===== src/rtl/cluster_pass_sequencer_pkg.sv =====
// cluster_pass_sequencer_pkg: cluster word constants and the sequencer state encoding.
// The state encoding is shared with the downstream cluster packer.
package cluster_pass_sequencer_pkg;
    localparam int CLUSTER_W = 14;
    localparam logic [10:0] INVALID_ADR = 11'h7FF;
    localparam logic [CLUSTER_W-1:0] INVALID_CLUSTER = {3'd0, INVALID_ADR};
    typedef enum logic [2:0] {
        S_IDLE,
        S_ISSUE,
        S_WAIT,
        S_CAPTURE,
        S_DONE
    } seq_state_e;
endpackage


===== src/rtl/cluster_pass_sequencer_slot_bank.sv =====
// cluster_pass_sequencer_slot_bank: pending cluster slots with indexed write, clear-all and publish.
// The published copy holds until the next publish.
module cluster_pass_sequencer_slot_bank
    import cluster_pass_sequencer_pkg::*;
#(
    parameter int MXCLUSTERS = 8
) (
    input  logic                            clk,
    input  logic                            rst_n,
    input  logic                            clear_i,
    input  logic                            wr_i,
    input  logic [2:0]                      idx_i,
    input  logic [CLUSTER_W-1:0]            data_i,
    input  logic                            publish_i,
    output logic [MXCLUSTERS*CLUSTER_W-1:0] clusters_o
);
    localparam logic [MXCLUSTERS*CLUSTER_W-1:0] ALL_INVALID = {MXCLUSTERS{INVALID_CLUSTER}};

    logic [MXCLUSTERS*CLUSTER_W-1:0] pend_q, pend_d, out_q;

    // A new frame's clear wins over a write from the pass it aborts
    always_comb begin
        pend_d = pend_q;
        if (wr_i) pend_d[int'(idx_i)*CLUSTER_W +: CLUSTER_W] = data_i;
        if (clear_i) pend_d = ALL_INVALID;
    end

    always_ff @(posedge clk or negedge rst_n) begin
        if (!rst_n) begin
            pend_q <= ALL_INVALID;
            out_q  <= ALL_INVALID;
        end else begin
            pend_q <= pend_d;
            if (publish_i) out_q <= pend_q;
        end
    end

    assign clusters_o = out_q;
endmodule


===== src/rtl/cluster_pass_sequencer.sv =====
// cluster_pass_sequencer: runs the pad priority encoder over up to MXCLUSTERS passes per frame.
// Optional macro PASS_CHECK_EN: check the encoder's echoed pass tag and end the frame on mismatch.
module cluster_pass_sequencer
    import cluster_pass_sequencer_pkg::*;
#(
    parameter int MXPADS     = 768,
    parameter int MXCLUSTERS = 8,
    parameter int ENC_LAT    = 3,
    parameter int ADRB       = 11
) (
    input  logic                            clk,
    input  logic                            rst_n,
    input  logic                            frame_start_i,
    input  logic [MXPADS-1:0]               vpfs_i,
    output logic                            enc_latch_pulse_o,
    output logic [MXPADS-1:0]               enc_vpfs_o,
    output logic [2:0]                      enc_pass_o,
    input  logic                            enc_cluster_found_i,
    input  logic [ADRB-1:0]                 enc_adr_i,
    input  logic [2:0]                      enc_cnt_i,
    input  logic [2:0]                      enc_pass_out_i,
    output logic [MXCLUSTERS*CLUSTER_W-1:0] clusters_o,
    output logic                            clusters_valid_o,
    output logic                            busy_o,
    output logic                            frame_overrun_o,
    output logic                            pass_err_o
);
    localparam int CW = (ENC_LAT > 1) ? $clog2(ENC_LAT) : 1;
    localparam logic [2:0] LAST_PASS = 3'(MXCLUSTERS - 1);
    localparam logic [MXPADS-1:0] ONE = {{(MXPADS-1){1'b0}}, 1'b1};

    seq_state_e state_q, state_d;
    logic [MXPADS-1:0] work_q, work_d;
    logic [2:0] pass_q, pass_d, epass_q, epass_d;
    logic [CW-1:0] wcnt_q, wcnt_d;
    logic latch_q, latch_d, busy_q, busy_d, valid_q, valid_d, ovr_q, ovr_d, perr_q, perr_d;
    logic clear, wr, publish, pass_bad;

`ifdef PASS_CHECK_EN
    assign pass_bad = enc_pass_out_i != pass_q;
`else
    logic unused_pass_out;
    assign unused_pass_out = ^enc_pass_out_i;
    assign pass_bad = 1'b0;
`endif

    // The working mask doubles as the encoder input, so it only moves between passes
    always_comb begin
        state_d = state_q;
        work_d  = work_q;
        pass_d  = pass_q;
        epass_d = epass_q;
        wcnt_d  = wcnt_q;
        busy_d  = busy_q;
        ovr_d   = ovr_q;
        perr_d  = perr_q;
        latch_d = 1'b0;
        valid_d = 1'b0;
        clear   = 1'b0;
        wr      = 1'b0;
        publish = 1'b0;
        case (state_q)
            S_ISSUE: begin
                epass_d = pass_q;
                wcnt_d  = CW'(ENC_LAT - 1);
                state_d = S_WAIT;
            end
            S_WAIT: begin
                wcnt_d  = wcnt_q - CW'(1);
                state_d = (wcnt_q == '0) ? S_CAPTURE : S_WAIT;
            end
            S_CAPTURE: begin
                if (pass_bad) begin
                    perr_d  = 1'b1;
                    state_d = S_DONE;
                end else if (!enc_cluster_found_i) begin
                    state_d = S_DONE;
                end else begin
                    wr      = 1'b1;
                    // Shifting past the top bit yields zero, so out-of-range addresses clear nothing
                    work_d  = work_q & ~(ONE << enc_adr_i);
                    pass_d  = pass_q + 3'd1;
                    state_d = (pass_q == LAST_PASS) ? S_DONE : S_ISSUE;
                end
            end
            S_DONE: begin
                publish = 1'b1;
                valid_d = 1'b1;
                busy_d  = 1'b0;
                state_d = S_IDLE;
            end
            default: ;
        endcase
        if (frame_start_i) begin
            ovr_d   = ovr_q | (state_q != S_IDLE && state_q != S_DONE);
            work_d  = vpfs_i;
            pass_d  = '0;
            busy_d  = 1'b1;
            latch_d = 1'b1;
            clear   = 1'b1;
            state_d = S_ISSUE;
        end
    end

    always_ff @(posedge clk or negedge rst_n) begin
        if (!rst_n) begin
            state_q <= S_IDLE;
            work_q  <= '0;
            pass_q  <= '0;
            epass_q <= '0;
            wcnt_q  <= '0;
            latch_q <= 1'b0;
            busy_q  <= 1'b0;
            valid_q <= 1'b0;
            ovr_q   <= 1'b0;
            perr_q  <= 1'b0;
        end else begin
            state_q <= state_d;
            work_q  <= work_d;
            pass_q  <= pass_d;
            epass_q <= epass_d;
            wcnt_q  <= wcnt_d;
            latch_q <= latch_d;
            busy_q  <= busy_d;
            valid_q <= valid_d;
            ovr_q   <= ovr_d;
            perr_q  <= perr_d;
        end
    end

    cluster_pass_sequencer_slot_bank #(.MXCLUSTERS(MXCLUSTERS)) u_slots (
        .clk        (clk),
        .rst_n      (rst_n),
        .clear_i    (clear),
        .wr_i       (wr),
        .idx_i      (pass_q),
        .data_i     ({enc_cnt_i, enc_adr_i}),
        .publish_i  (publish),
        .clusters_o (clusters_o)
    );

    assign enc_latch_pulse_o = latch_q;
    assign enc_vpfs_o        = work_q;
    assign enc_pass_o        = epass_q;
    assign clusters_valid_o  = valid_q;
    assign busy_o            = busy_q;
    assign frame_overrun_o   = ovr_q;
    assign pass_err_o        = perr_q;
endmodule


===== config.mk =====
export PLATFORM = sky130hd
export DESIGN_NAME = cluster_pass_sequencer
export DESIGN_NICKNAME = d
export VERILOG_FILES = /design/src/rtl/cluster_pass_sequencer_pkg.sv /design/src/rtl/cluster_pass_sequencer_slot_bank.sv /design/src/rtl/cluster_pass_sequencer.sv
export SDC_FILE = /design/constraint.sdc
export NUM_CORES = 2
export LEC_CHECK = 0
export ABC_AREA = 1
export ABC_CLOCK_PERIOD_IN_PS = 5550
export CAP_MARGIN = 20
export CORE_AREA = 2 2 662 664
export CTS_CLUSTER_SIZE = 28
export DETAILED_ROUTE_END_ITERATION = 8
export DIE_AREA = 0 0 664 666
export SYNTH_ARGS = -nofsm -noshare
export SYNTH_HDL_FRONTEND = slang
export SYNTH_SLANG_ARGS = --single-unit

===== constraint.sdc =====
create_clock -name clk -period 5.55 [get_ports clk]
set_input_delay 1.11 -clock clk [delete_from_list [all_inputs] [get_ports clk]]
set_output_delay 1.11 -clock clk [all_outputs]
set_load 0.1 [all_outputs]

# --- Word level (Yosys, flattened, before mapping) ---
# Index checks and enable logic that the tools add are counted.
op_classes:
  n_addsub: 3
  mul: 1
  n_div: 0
  magnitude_cmp: 0
  n_eq_ne: 6
  shift: 3
  mux: 21
  bitwise: 3
  reduce_logical: 10
ops:
  columns: ["operator", "count"]
  rows:
  - ["$mux W768", 3]
  - ["$and A768 B768 Y768", 1]
  - ["$not A768 Y768", 1]
  - ["$shl A1 B11 Y768 const A", 1]
  - ["$mux W112", 2]
  - ["$bwmux W112", 1]
  - ["$shift A14 B33 Y112 const A", 1]
  - ["$shiftx A14 B33 Y112", 1]
  - ["$neg A32 Y33", 1]
  - ["$mux W3", 6]
  - ["$pmux W3 S4", 1]
  - ["$reduce_bool A2 Y1", 5]
  - ["$mux W1", 7]
  - ["$eq A3 B2 Y1 const B", 2]
  - ["$eq A3 B3 Y1 const B", 2]
  - ["$mul A3 B3 Y6 const B", 1]
  - ["$reduce_bool A5 Y1", 1]
  - ["$pmux W2 S2", 1]
  - ["$add A3 B1 Y3 const B", 1]
  - ["$eq A3 B1 Y1 const B", 1]
  - ["$ne A3 B3 Y1 const B", 1]
  - ["$reduce_bool A3 Y1", 1]
  - ["$logic_not A2 Y1", 1]
  - ["$reduce_and A2 Y1", 1]
  - ["other kinds (3)", 3]
totals:
  ff_bits: 1007
  latchBits: 0
  mem_bits_rw: 0
  romBits: 0
  input_bits: 789
  output_inout_bits: 888
  n_memories: 0

# --- Depth between registers and ports, before layout ---
depth:
  depth_word: 6
  depth_mapped: 20

# --- Cells and area by module ---
# From an unflattened synthesis, not the netlist that was laid out.
unflattened:
  hier_cells: 7348
  hier_area_um2: 53660.2
by_module_without_submodules:
  columns: ["module", "n_inst", "cells_per_inst", "area_each_um2", "seq_area_each_um2"]
  rows:
  - ["cluster_pass_sequencer", 1, 6057, 42065.3, 19593.8]
  - ["cluster_pass_sequencer_slot_bank", 1, 1291, 11594.9, 5825.6]

# --- Worst setup path before layout ---
# No wires, ideal clock.
synth_timing:
  path_type: "register -> register"
  from: "register pass_q[0]"
  to: "register u_slots.pend_q[7]"
  t_arrival_ns: 3.425
  t_required_ns: 5.489
  path_slack_ns: 2.064
  stages_incl_launch_ff: 18
  path_buffers: 1
  cell_sequence: "dfrtp_1 fa_1 ha_1 fa_1 nor2_1 nand2_2 nor2_4 ha_1 clkbuf_1 nor2_1 nand2_1 nor2_1 inv_1 o21ai_2 nand2_1 a21oi_1 nand2_1 nand2_1"
synth_via:
  elab_chain_len: 6
synth_lines:
  columns: ["item", "line_no", "source"]
  rows:
  - ["start, declared", "cluster_pass_sequencer.sv:34", "logic [2:0] pass_q, pass_d, epass_q, epass_d;"]
  - ["start signal, assigned", "cluster_pass_sequencer.sv:120", "pass_q <= pass_d;"]
  - ["$mul A3 B3 Y6 *", "cluster_pass_sequencer_slot_bank.sv:24", "if (wr_i) pend_d[int'(idx_i)*CLUSTER_W +: CLUSTER_W] = data_i;"]
  - ["$neg A32 Y33 *", "cluster_pass_sequencer_slot_bank.sv:24", null]
  - ["$shiftx A14 B33 Y112 / $shift A14 B33 Y112 (equally long branches)", "cluster_pass_sequencer_slot_bank.sv:24", null]
  - ["$bwmux W112 *", "cluster_pass_sequencer_slot_bank.sv:24", null]
  - ["$mux W112 *", "cluster_pass_sequencer_slot_bank.sv:24", null]
  - ["$mux W112 *", "cluster_pass_sequencer_slot_bank.sv:25", "if (clear_i) pend_d = ALL_INVALID;"]
  - ["end signal, assigned", "cluster_pass_sequencer_slot_bank.sv:33", "pend_q <= pend_d;"]
  - ["end, declared", "cluster_pass_sequencer_slot_bank.sv:19", "logic [MXCLUSTERS*CLUSTER_W-1:0] pend_q, pend_d, out_q;"]
# Every way passes the cells marked *; elsewhere a longest branch is shown, timed or not. The select of a mux whose other input is x is not followed.
# A chain may end at the register's enable or synchronous reset.

# --- Worst setup path after layout ---
layout_timing:
  from: "input enc_adr_i[0]"
  to: "register work_q[764], in the netlist enc_vpfs_o[764]"
layout_via:
  elab_chain_len: 6
layout_lines:
  columns: ["item", "line_no", "source"]
  rows:
  - ["start, declared", "cluster_pass_sequencer.sv:19", "input logic [ADRB-1:0] enc_adr_i,"]
  - ["$shl A1 B11 Y768", "cluster_pass_sequencer.sv:81", "work_d = work_q & ~(ONE << enc_adr_i);"]
  - ["$not A768 Y768", "cluster_pass_sequencer.sv:81", null]
  - ["$and A768 B768 Y768", "cluster_pass_sequencer.sv:81", null]
  - ["$mux W768", "cluster_pass_sequencer.sv:76", "end else if (!enc_cluster_found_i) begin"]
  - ["$mux W768", "cluster_pass_sequencer.sv:62", "case (state_q)"]
  - ["$mux W768", "cluster_pass_sequencer.sv:94", "if (frame_start_i) begin"]
  - ["end signal, assigned", "cluster_pass_sequencer.sv:119", "work_q <= work_d;"]
  - ["end, declared", "cluster_pass_sequencer.sv:33", "logic [MXPADS-1:0] work_q, work_d;"]
# No other way between the ends. The select of a mux whose other input is x is not followed.

==> out/qor.csv <==
metric,value,unit
gp_congestion,0.986,
post_cts_hold_buffer_count,0,
dieArea,442000,um2
synth-warning-count,0,
postCtsResizedCells,0,
place_hpwl,403000,um
hold_viol_final,0,
final_layout_size_suffix_gt1_share,14.1,%
initial_core_utilization,10.8,%
clock_tree_from_tritoncts,yes,
yosys.area.top_type,sky130_fd_sc_hd__dfrtp_1,
total_number_of_h_tree_levels,4,
synth.avg_cell_area,8.47,um2
dpl.cell_count,12900,
fin_worst_skew,54.9,ps
pwr_density_cell,410,nW/um2
design.final.nets,8085,
vias_in_the_first_global_route,51600,
finalSetupViolCount,0,
postRouteWirelength,488000,um
critical_path_required,6280,ps
postSynthCellCount,5580,
firstDrtPassIters,6,
critical_path_class,in -> reg,
worst_hold_path_type,in -> async,
final.setup.tns,0,ps
period_needed,4110,ps
number_of_nets_with_antenna_violations_after_detailed_routing,0,
via_count_normalized_by_instance_count,4.05,
ys_ff_latch,1007,
rr_worst_depth,16,
fmaxAchievable,244,MHz
postCtsSetupBuffers,0,
synth_enable_flop_cells,0,
cts_num_sinks,1007,
cts-buffers-inserted,144,
drv.max_cap_violation_count,0,
run_status,completed,
wl_cell,36.8,um
die_h,666,um
die_w,664,um
slew_viol_final,0,
global_route.overflow_total,0,
cp_launch_type,input pin,
fin_cells,13300,
synthToLayoutAreaGrowth,63.6,%
total_leakage_power,32.4,nW
async_s_r_ff_share_synth,100,%
clk_tree_root_cell,sky130_fd_sc_hd__clkbuf_16,
detail_route.drc_violations,0,
via_count,53700,
syn-cell-area,47300,um2
critical_path_peak_fanout,8,
antenna_found_initial,369,
clkSlewWorstSetupHoldPaths,70,ps
synth.net_count,6384,
yosysUniqueCellTypes,44,
detailedRoute.firstIterationViolations,5588,
placement.io_buffers,1672,
grt_first_pass_wirelength,606000,um
timing.critical_path.to_type,register,
timing.slew.headroom,15.3,%
power.ir.vdd_worst,0.000219,V
finalCritPeriodShare,74.0,%
synth.top_cells.by_area,"sky130_fd_sc_hd__dfrtp_1 44%, sky130_fd_sc_hd__nand2_1 17%, sky130_fd_sc_hd__dfstp_2 9.8%, sky130_fd_sc_hd__o211ai_1 8.3%, sky130_fd_sc_hd__nand3_1 4.0%",
floorplan.rows,243,
core,436000,um2
floorplan.io_pins,1677,
groute.usage.overall,21.2,%
clock_insertion_delay_worst_skew,890,ps
post-synth-top-area-fraction,44.0,%
synth_ff_type,sky130_fd_sc_hd__dfrtp_1,
list_of_most_frequent_post_synthesis_cells,"2122 x sky130_fd_sc_hd__nand2_1, 831 x sky130_fd_sc_hd__dfrtp_1, 521 x sky130_fd_sc_hd__o211ai_1, 382 x sky130_fd_sc_hd__nand3_1, 350 x sky130_fd_sc_hd__clkbuf_1",
worst-endpoint-arrival,4830,ps
synth_most_common_cell,sky130_fd_sc_hd__nand2_1,
yosysSeqAreaShare,53.8,%
post-layout-total-power,31.7,mW
clock_tree.buffer_depth,4,
tightestPinTransition,1270,ps
maximum_number_of_pins_on_one_net_before_global_route_repair,146,
rsz0062_at_grt,no,
-- registers in the layout, summed over array words and instances, names as in the netlist --
signal	count
enc_latch_pulse_o	1
wcnt_q	2
frame_overrun_o	1
u_slots.clusters_o	112
enc_pass_o	3
u_slots.pend_q	112
clusters_valid_o	1
busy_o	1
state_q	3
pass_q	3
enc_vpfs_o	768
-- cell families after synthesis --
logic type,share of synthesized area [%]
adders and majority gates,0.445
DFF,53.8
buffers and inverters,5.81
other,0.00793
AOI/OAI and AO/OA,14.9
and+or+nand+nor,25.0
-- layout make-up --
| cell class | instances | area, um2 |
|---|---|---|
| Antenna cell | 118 | 295 |
| Clock buffer | 199 | 4110 |
| Timing Repair Buffer | 2007 | 19300 |
| Multi-Input combinational cell | 3873 | 19300 |
| Clock inverter | 60 | 853 |
| Tap cell | 5757 | 7200 |
| Fill cell | 49200 | 359000 |
| Sequential cell | 1007 | 25400 |
| Inverter | 248 | 967 |
-- worst paths after layout --
check                                    startpoint                      end  slack, ps
worst max-delay path                   enc_adr_i[0]          enc_vpfs_o[764]       1440
worst min-delay path                          rst_n          enc_vpfs_o[252]        220
worst max register to register            pass_q[1]       u_slots.pend_q[72]       1740
worst min register to register  u_slots.pend_q[104]  u_slots.clusters_o[104]        460
max in group asynchronous                     rst_n          enc_vpfs_o[212]       3870
min in group clk                u_slots.pend_q[104]  u_slots.clusters_o[104]        460
-- placed cells by master, fill, tap and decap left out, drive strengths merged, types with 12 or more instances in the layout --
master	Yosys	routed
dfstp	176	176
ha	12	12
inv	246	262
clkinv	2	26
dfrtp	831	831
clkdlybuf4s50	0	1431
nor2	240	240
nand2	2131	2131
nand4	132	132
nand3	384	384
diode	0	118
o311ai	240	240
o211ai	521	521
nor3	16	16
buf	102	573
clkbuf	350	202
bufinv	0	17
a21oi	37	37
o21ai	117	117
-- per-layer routing --
layer	wire (um)	track usage (%)	share of wire, %
met2	228000	35.1	47
met3	58000	9.66	12
met5	990	0	0.20
met1	176000	23.6	36
met4	24400	8.54	5.0
-- report_power, final --
part	leakage [nW]	switching (mW)	internal, mW
sequential	12.1	0.559	8.43
combinational	17.9	9.82	2.74
clock	2.45	4.12	6.02
-- per-stage QoR --
stage          utilization (%)  hold slack (ps)  worst slack [ps]  cell area, um2
3_5_place_dp              16.5              453               566           71900
3_3_place_gp              16.5              455               543           71800
4_1_cts                   17.6              182              1500           76900
6_report                  17.7              218              1440           77400
2_1_floorplan                -              437              2060           47300
5_1_grt                   17.7              218              1330           77200
-- critical path: stages --
cell                              delay [ps]
sky130_fd_sc_hd__clkdlybuf4s50_1         880
sky130_fd_sc_hd__nor2_1                  730
sky130_fd_sc_hd__nand4_1                 260
sky130_fd_sc_hd__nor2_2                  760
sky130_fd_sc_hd__nand4_1                 600
sky130_fd_sc_hd__o211ai_1                350
sky130_fd_sc_hd__nand2_1                  80
No activity file was read; power rests on OpenSTA's default activity.
